## config.mk

```make
export PLATFORM = sky130hd
export DESIGN_NAME = ttt_engine_flat
export DESIGN_NICKNAME = d
export VERILOG_FILES = /design/src/rtl/ttt_if.sv /design/src/rtl/ttt_engine.sv /design/src/flat_wrapper.sv
export SDC_FILE = /design/constraint.sdc
export NUM_CORES = 1
export LEC_CHECK = 0
export CORE_MARGIN = 8
export CORE_UTILIZATION = 47
export DETAILED_ROUTE_END_ITERATION = 12
export DONT_BUFFER_PORTS = 1
export GPL_ROUTABILITY_DRIVEN = 1
export HOLD_SLACK_MARGIN = 0.1
export PLACE_DENSITY = 0.68
export SLEW_MARGIN = 20
export SYNTH_ARGS = -nofsm -noshare
export SYNTH_HDL_FRONTEND = slang
export SYNTH_SLANG_ARGS = --single-unit
```

## constraint.sdc

```tcl
create_clock -name i_clk -period 3.38 [get_ports i_clk]
set_input_delay 0.676 -clock i_clk [delete_from_list [all_inputs] [get_ports i_clk]]
set_output_delay 0.676 -clock i_clk [all_outputs]
set_load 0.05 [all_outputs]
```

## src/rtl/ttt_if.sv

```systemverilog
// Handshake bundle between the tic-tac-toe game engine and the UART user block.
// Signal names are seen from the engine: i_* flow into it, o_* flow out of it.
interface ttt_if;
    logic [3:0]  i_move;
    logic        i_validmove_stb;
    logic        i_busy;
    logic [17:0] o_board;
    logic [1:0]  o_result;
    logic        o_result_stb;
    logic        o_needinput;

    // engine side
    modport master (
        input  i_move, i_validmove_stb, i_busy,
        output o_board, o_result, o_result_stb, o_needinput
    );

    // user-interface side
    modport slave (
        output i_move, i_validmove_stb, i_busy,
        input  o_board, o_result, o_result_stb, o_needinput
    );
endinterface

```

## src/rtl/ttt_engine.sv

```systemverilog
// Tic-tac-toe game engine: owns the board, validates user (O) moves, picks the
// FPGA (X) reply with a five-pass sequential scan, and reports win/draw.
module ttt_engine #(
    parameter bit FPGA_FIRST = 1'b0
) (
    input  logic  i_clk,
    input  logic  i_reset,
    ttt_if.master io_bus
);
    localparam logic [1:0] P_O = 2'b01;
    localparam logic [1:0] P_X = 2'b10;

    typedef enum logic [3:0] {
        S_NEWGAME, S_WAITIDLE, S_WAITMOVE, S_CHECK, S_APPLYO, S_EVALO,
        S_SCAN, S_APPLYX, S_EVALX, S_REPORT, S_ACK, S_DONE
    } state_t;

    state_t      r_state, w_state_nxt;
    logic [17:0] r_board;
    logic [1:0]  r_result, r_pend;
    logic        r_result_stb, r_needinput;
    logic [3:0]  r_move;       // user square, then reused for the chosen X square
    logic [2:0]  r_pass;       // scan pass 0..4
    logic [3:0]  r_idx;        // candidate index inside the pass

    logic [3:0]  w_cand;
    logic        w_last, w_empty, w_hit;
    logic        w_move_ok, w_xwin, w_owin, w_full;

    // square n lives in bits [19-2n:18-2n]; out-of-range squares read as empty
    function automatic logic [1:0] sq_get(input logic [17:0] b, input logic [3:0] n);
        logic [1:0] v;
        v = 2'b00;
        for (int k = 1; k <= 9; k++)
            if (n == 4'(k)) v = b[18-2*k +: 2];
        return v;
    endfunction

    function automatic logic [17:0] sq_set(input logic [17:0] b, input logic [3:0] n,
                                           input logic [1:0] v);
        logic [17:0] r;
        r = b;
        for (int k = 1; k <= 9; k++)
            if (n == 4'(k)) r[18-2*k +: 2] = v;
        return r;
    endfunction

    function automatic logic has_line(input logic [17:0] b, input logic [1:0] p);
        logic [1:0] s [1:9];
        for (int k = 1; k <= 9; k++) s[k] = b[18-2*k +: 2];
        return (s[1] == p && s[2] == p && s[3] == p) || (s[4] == p && s[5] == p && s[6] == p) ||
               (s[7] == p && s[8] == p && s[9] == p) || (s[1] == p && s[4] == p && s[7] == p) ||
               (s[2] == p && s[5] == p && s[8] == p) || (s[3] == p && s[6] == p && s[9] == p) ||
               (s[1] == p && s[5] == p && s[9] == p) || (s[3] == p && s[5] == p && s[7] == p);
    endfunction

    function automatic logic is_full(input logic [17:0] b);
        logic f;
        f = 1'b1;
        for (int k = 1; k <= 9; k++)
            if (b[18-2*k +: 2] == 2'b00) f = 1'b0;
        return f;
    endfunction

    // board evaluation and the current scan candidate
    always_comb begin
        w_cand = 4'd0;
        w_last = 1'b1;
        case (r_pass)
            3'd2: w_cand = 4'd5;
            3'd3: begin
                case (r_idx[1:0])
                    2'd0:    w_cand = 4'd1;
                    2'd1:    w_cand = 4'd3;
                    2'd2:    w_cand = 4'd7;
                    default: w_cand = 4'd9;
                endcase
                w_last = (r_idx == 4'd3);
            end
            default: begin
                w_cand = r_idx + 4'd1;
                w_last = (r_idx == 4'd8);
            end
        endcase
        w_empty = (sq_get(r_board, w_cand) == 2'b00);
        case (r_pass)
            3'd0:    w_hit = w_empty && has_line(sq_set(r_board, w_cand, P_X), P_X);
            3'd1:    w_hit = w_empty && has_line(sq_set(r_board, w_cand, P_O), P_O);
            default: w_hit = w_empty;
        endcase
        w_move_ok = (r_move >= 4'd1) && (r_move <= 4'd9) && (sq_get(r_board, r_move) == 2'b00);
        w_xwin    = has_line(r_board, P_X);
        w_owin    = has_line(r_board, P_O);
        w_full    = is_full(r_board);
    end

    // next-state logic
    always_comb begin
        w_state_nxt = r_state;
        case (r_state)
            S_NEWGAME:  w_state_nxt = FPGA_FIRST ? S_SCAN : S_WAITIDLE;
            S_WAITIDLE: if (!io_bus.i_busy) w_state_nxt = S_WAITMOVE;
            S_WAITMOVE: if (io_bus.i_validmove_stb) w_state_nxt = S_CHECK;
            S_CHECK:    w_state_nxt = w_move_ok ? S_APPLYO : S_WAITIDLE;
            S_APPLYO:   w_state_nxt = S_EVALO;
            S_EVALO:    w_state_nxt = (w_owin || w_full) ? S_REPORT : S_SCAN;
            S_SCAN:     if (w_hit) w_state_nxt = S_APPLYX;
            S_APPLYX:   w_state_nxt = S_EVALX;
            S_EVALX:    w_state_nxt = (w_xwin || w_full) ? S_REPORT : S_WAITIDLE;
            S_REPORT:   if (!io_bus.i_busy) w_state_nxt = S_ACK;
            S_ACK:      if (io_bus.i_busy) w_state_nxt = S_DONE;
            S_DONE:     if (!io_bus.i_busy) w_state_nxt = S_NEWGAME;
            default:    w_state_nxt = S_NEWGAME;
        endcase
    end

    // state register plus board, scan counters and output registers
    always_ff @(posedge i_clk) begin
        if (i_reset) begin
            r_state      <= S_NEWGAME;
            r_board      <= '0;
            r_result     <= 2'd0;
            r_pend       <= 2'd0;
            r_result_stb <= 1'b0;
            r_needinput  <= 1'b0;
            r_move       <= 4'd0;
            r_pass       <= 3'd0;
            r_idx        <= 4'd0;
        end else begin
            r_state <= w_state_nxt;
            case (r_state)
                S_NEWGAME: begin
                    r_board <= '0;
                    r_pass  <= 3'd0;
                    r_idx   <= 4'd0;
                end
                S_WAITIDLE: if (!io_bus.i_busy) r_needinput <= 1'b1;
                S_WAITMOVE: if (io_bus.i_validmove_stb) begin
                    r_move      <= io_bus.i_move;
                    r_needinput <= 1'b0;
                end
                S_APPLYO: r_board <= sq_set(r_board, r_move, P_O);
                S_EVALO: begin
                    r_pass <= 3'd0;
                    r_idx  <= 4'd0;
                    if (w_owin)      r_pend <= 2'd2;
                    else if (w_full) r_pend <= 2'd3;
                end
                S_SCAN: begin
                    if (w_hit) begin
                        r_move <= w_cand;
                    end else if (w_last) begin
                        // pass 4 always hits on a non-full board; wrap is only a safety net
                        r_pass <= (r_pass == 3'd4) ? 3'd0 : r_pass + 3'd1;
                        r_idx  <= 4'd0;
                    end else begin
                        r_idx <= r_idx + 4'd1;
                    end
                end
                S_APPLYX: r_board <= sq_set(r_board, r_move, P_X);
                S_EVALX: begin
                    if (w_xwin)      r_pend <= 2'd1;
                    else if (w_full) r_pend <= 2'd3;
                end
                S_REPORT: if (!io_bus.i_busy) begin
                    r_result     <= r_pend;
                    r_result_stb <= 1'b1;
                end
                S_ACK:  if (io_bus.i_busy) r_result_stb <= 1'b0;
                S_DONE: if (!io_bus.i_busy) r_result <= 2'd0;
                default: ;
            endcase
        end
    end

    assign io_bus.o_board      = r_board;
    assign io_bus.o_result     = r_result;
    assign io_bus.o_result_stb = r_result_stb;
    assign io_bus.o_needinput  = r_needinput;
endmodule

```

## src/flat_wrapper.sv

```systemverilog
// flat-port wrapper written by rule: the top's interface ports become plain ports
module ttt_engine_flat 
#(
    parameter bit FPGA_FIRST = 1'b0
)
  (i_clk, i_reset, io_bus_i_move, io_bus_i_validmove_stb, io_bus_i_busy, io_bus_o_board, io_bus_o_result, io_bus_o_result_stb, io_bus_o_needinput);
  ttt_if io_bus_i ();
  input  logic i_clk;
  input  logic i_reset;
  input wire logic [$bits(io_bus_i.i_move)-1:0] io_bus_i_move;
  input wire logic [$bits(io_bus_i.i_validmove_stb)-1:0] io_bus_i_validmove_stb;
  input wire logic [$bits(io_bus_i.i_busy)-1:0] io_bus_i_busy;
  output wire logic [$bits(io_bus_i.o_board)-1:0] io_bus_o_board;
  output wire logic [$bits(io_bus_i.o_result)-1:0] io_bus_o_result;
  output wire logic [$bits(io_bus_i.o_result_stb)-1:0] io_bus_o_result_stb;
  output wire logic [$bits(io_bus_i.o_needinput)-1:0] io_bus_o_needinput;
  assign io_bus_i.i_move = io_bus_i_move;
  assign io_bus_i.i_validmove_stb = io_bus_i_validmove_stb;
  assign io_bus_i.i_busy = io_bus_i_busy;
  assign io_bus_o_board = io_bus_i.o_board;
  assign io_bus_o_result = io_bus_i.o_result;
  assign io_bus_o_result_stb = io_bus_i.o_result_stb;
  assign io_bus_o_needinput = io_bus_i.o_needinput;
  ttt_engine #(.FPGA_FIRST(FPGA_FIRST)) u_core (.i_clk(i_clk), .i_reset(i_reset), .io_bus(io_bus_i));
endmodule
```

# Word level (Yosys, flattened, before mapping)
# Cells that the tools add are included.
# totals
input_bits	8
wordCells	374
register_bits	39
romBits	0
n_memories	0
ram_bits	0
out_inout_bits	22
latchBits	0
# op_classes
n_lt_le_gt_ge	2
div	0
n_bitwise	0
mul	0
mux	118
n_eq_ne	99
reduce_logical	136
shifts	0
add_sub_neg	2
# ops
op	count
$mux W2	77
$logic_and A1 B1 Y1	68
$pmux W18 S3	1
$eq A4 B3 Y1 const B	12
$mux W4	12
$pmux W4 S12	1
$reduce_and A3 Y1	14
$ne A2 B1 Y1 const B	20
$eq A2 B1 Y1 const B	19
$eq A2 B2 Y1 const B	19
$eq A4 B4 Y1 const B	9
$logic_or A1 B1 Y1	30
$eq A4 B2 Y1 const B	7
$logic_not A2 Y1	12
$pmux W4 S2	3
$eq A4 B1 Y1 const B	3
$mux W1	12
$mux W3	4
$ne A2 B2 Y1 const B	6
$pmux W4 S3	1
$reduce_bool A2 Y1	6
$pmux W1 S2	4
$pmux W2 S2	2
$eq A3 B2 Y1 const B	2
other kinds (13)	13

# Logic depth before layout (Yosys ltp)
# depth
depth_word	20
ltp_mapped	12
ltp_nobuf	11

# Least setup slack after synthesis
# Ideal clock, no wire load.
# synth_path
kind	register -> register
from	register u_core.r_idx[0]
to	register u_core.r_pass[2]
stages_incl_launch_ff	13
path_slack_ns	0.288
required_time_ns	3.259
synth_period_minus_slack_ns	3.092
n_path_buf	1
setup_time_ns	0.121
arrival_time_ns	2.971
cell_sequence	dfxtp_1 > buf_4 > inv_1 > ha_1 > inv_2 > a2111oi_2 > a211oi_1 > a211oi_1 > nor4b_1 > and4_4 > o31ai_4 > a21boi_2 > mux2_4
# synth_via
elab_chain_cells	20
elab_cells_between_ends	134
classes_between	add/sub: 1; eq/ne: 33; mux: 49; reduce/logical: 51
# synth_rtl
item	line_no	text
from (decl)	ttt_engine.sv:24	logic [3:0] r_idx;
from (signal assigned)	ttt_engine.sv:157	r_idx <= r_idx + 4'd1;
parallel branches: the longest is 19 deep, another holds $add A4 B1 Y4	n/a	
$reduce_and A3 Y1 (no line) *	n/a	
to (signal assigned)	ttt_engine.sv:154	r_pass <= (r_pass == 3'd4) ? 3'd0 : r_pass + 3'd1;
to (decl)	ttt_engine.sv:23	logic [2:0] r_pass;
# Every way passes the cells marked *. The select of a mux whose other input is x is not followed.
# A chain may end at the register's enable or synchronous reset.

# Final worst setup path
# layout_path
from	register u_core.r_pass[2]
to	register u_core.r_pass[2]
# layout_via
elab_chain_cells	19
elab_cells_between_ends	137
classes_between	add/sub: 1; eq/ne: 33; mux: 52; reduce/logical: 51
# layout_rtl
item
parallel branches: the longest is 19 deep, another holds $pmux W4 S2
# Several ways; the timed one is not identified. The select of a mux whose other input is x is not followed.

==> metrics.txt <==
vias in the first global route about 3,400; share of cells above drive strength 1 15.4%; H-Tree Depth 2; Power, Total 1.35 mW; cell internal pwr 835 uW; element type at the critical path start flip-flop; Die ar. 0.0101 mm2; DP Area 0.00356 mm2; final core utilization 54.2%; Req. time, crit path 3580 ps; Inserted Diodes 0; Post-Synthesis Cells 461; worst clock skew 9.38 ps; DR iter-0 viols 366; Core Area 0.00683 mm2; crit path max fanout 8; RSZ-0062 raised after global routing no; first-pass iteration count of the detailed router 6; leakage power between 1 and 1.5 nW; fmax 308 MHz; FF+latch count, synth 39; sw power 514 uW; Total Wirelength 10.8 mm; Mapped Nets 477; CP endpoint kind flip-flop; clock power share 30.2%; Async S/R FF share, synth 0%; post-route ant nets 0; hpwl dp ~8 mm; Setup violations, final 0; Cell Count, Final, Fillers Out 570; Num CTS Buffers 5; Final Net Count 489; Slew headroom 55.2%; hold crit path type primary input to flip-flop; chip height roughly 100 um; most frequent cells in the layout 56 x o21ai_0, 52 x nor2_1, 52 x a21oi_1, 39 x dfxtp_1, 32 x buf_4; placed cell count between 500 and 600; Finished Cell Area 0.00371 mm2; PD cells 364 mW/mm2; Comb pwr share 25.9%; CTS tree built; status finished clean; overall via count from detail_route 3,679; Hold Worst Slack about 450 ps; overflow left after global routing 0; post-synthesis cell type count 78; Final Hold Viols 0; Syn Area/Cell 7.24 um2; Worst Path Arrival 3450 ps; most common cell after layout, fill and taps aside o21ai_0; Buffers on Ports 0; Layout area overhead 11.1%; Vias/cell 6.45; Synth Cell Area 0.00334 mm2; Final min period 3250 ps; Pins Over Slew Limit 0; worst setup margin 129 ps; Starting Density 48.8%; first-pass GRT wire length 17.7 mm; all-layer global routing usage 21.6%; # hold bufs at CTS 0; DRC violations left 0; Reg clk slew, reported paths 90 ps; clock buffer depth 2; Clock Latency Late Sink 300 ps; drt wl/cell approximately 19 um; GPL Wtd Cong 0.925; WS Path Type flip-flop to flip-flop; num ports 30; Post-synth EDFFs 0; Final period util slightly below 100%; num rows 30; die width 100 um; share of power burned in registers 43.9%; clk sink count 39; largest net degree at the start of global routing 37; switch share 38.1%; Worst VDD drop 0.197 mV; setup total negative slack 0 ps; top_reg_cell synth dfxtp_1; post-place setup slack 91.9 ps; post-synthesis sequential area ratio 23.4%; maximum capacitance violations 0; Slew @ Worst Pin 663 ps; YS warnings 0; initial antenna violation count 0; clock root buffer clkbuf_8
[cells by family after synthesis]
family,synth area share (%)
buffers and inverters,5.55
XOR/XNOR,0.525
flip-flops,23.4
adder cells (fa/ha/maj),3.00
AND/OR/NAND/NOR,28.8
multiplexers,1.46
AO/OA/AOI/OAI,37.2
[synth_stat cells, types with 4 or more instances]
library cell | number | area, um2
o32ai_1 | 5 | 43.8
nor3_1 | 15 | 75.1
nor2b_1 | 11 | 68.8
nor2_1 | 52 | 195
o21ai_0 | 56 | 280
a211oi_1 | 6 | 45.0
nand4_1 | 4 | 25.0
nand2_1 | 23 | 86.3
ha_1 | 8 | 100
nand3_1 | 8 | 40.0
dfxtp_1 | 39 | 781
nand2b_1 | 22 | 138
a21oi_1 | 52 | 260
and3_1 | 6 | 37.5
o22ai_1 | 12 | 75.1
a32oi_1 | 4 | 35.0
buf_4 | 4 | 30.0
and2_1 | 4 | 25.0
a22oi_1 | 4 | 30.0
nand3b_1 | 4 | 30.0
inv_1 | 14 | 52.6
o21ai_1 | 4 | 20.0
clkbuf_1 | 21 | 78.8
[worst paths after layout]
| path | endpoint | start | cells after the start | slack, ps |
|---|---|---|---|---|
| worst min-delay path | u_core.r_idx[2] | i_reset | 1 | 450 |
| worst max register to register | u_core.r_pass[2] | u_core.r_pass[2] | 12 | 130 |
| worst min register to register | u_core.r_pend[1] | u_core.r_pend[1] | 2 | 480 |
| worst max-delay path | u_core.r_pass[2] | u_core.r_pass[2] | 12 | 130 |
[power by group through the flow]
stage	Clock, mW	Sequential, mW	Combinational, mW
2_1_floorplan	0	0.522	0.348
3_3_place_gp	0	0.597	0.327
3_5_place_dp	0	0.599	0.337
4_1_cts	0.411	0.588	0.339
5_1_grt	0.426	0.602	0.391
6_report	0.408	0.592	0.350
[sequential cells by signal, indices dropped and copies added, names as in the netlist]
name	flops
u_core.r_state	4
u_core.r_pass	3
u_core.io_bus.o_board	18
u_core.r_move	4
u_core.io_bus.o_needinput	1
u_core.io_bus.o_result_stb	1
u_core.r_idx	4
u_core.r_pend	2
u_core.io_bus.o_result	2
[routing by layer]
layer / up-vias / wire [um] / share of wire, % / track usage, %
met3: 23 / 848 / 7.9 / 4.22
met1: 1737 / 4730 / 44 / 27.2
met4: 0 / 235 / 2.2 / 7.91
met5: - / 0 / 0 / 0
met2: 176 / 4990 / 46 / 35.3
li1: 1743 / - / - / -
[what timing repair did]
| item | 4_1_cts | 5_1_grt |
|---|---|---|
| endpoints found under the setup margin | 0 | 3 |
| resized for setup | 0 | 4 |
| buffers inserted | 0 | 1 |
[worst max-delay path: stages (launching register included)]
cell and delay [ps]:
dfxtp_1 470, inv_1 120, ha_2 260, a21oi_2 210, buf_4 160, o41ai_1 70, a21oi_1 240, nor2_1 80
a2111oi_0 480, and4_4 360, o31ai_4 130, a21boi_2 250, mux2_4 320
[layout make-up]
| type | count | area (um2) |
|---|---|---|
| inverter | 16 | 60.1 |
| clock inverter | 3 | 43.8 |
| timing repair buffer | 32 | 240 |
| clock buffer | 5 | 68.8 |
| multi-input combinational | 379 | 2390 |
| tap | 96 | 120 |
| sequential | 39 | 781 |
| fill | 698 | 3130 |
Power figures use the tool's default switching activity.
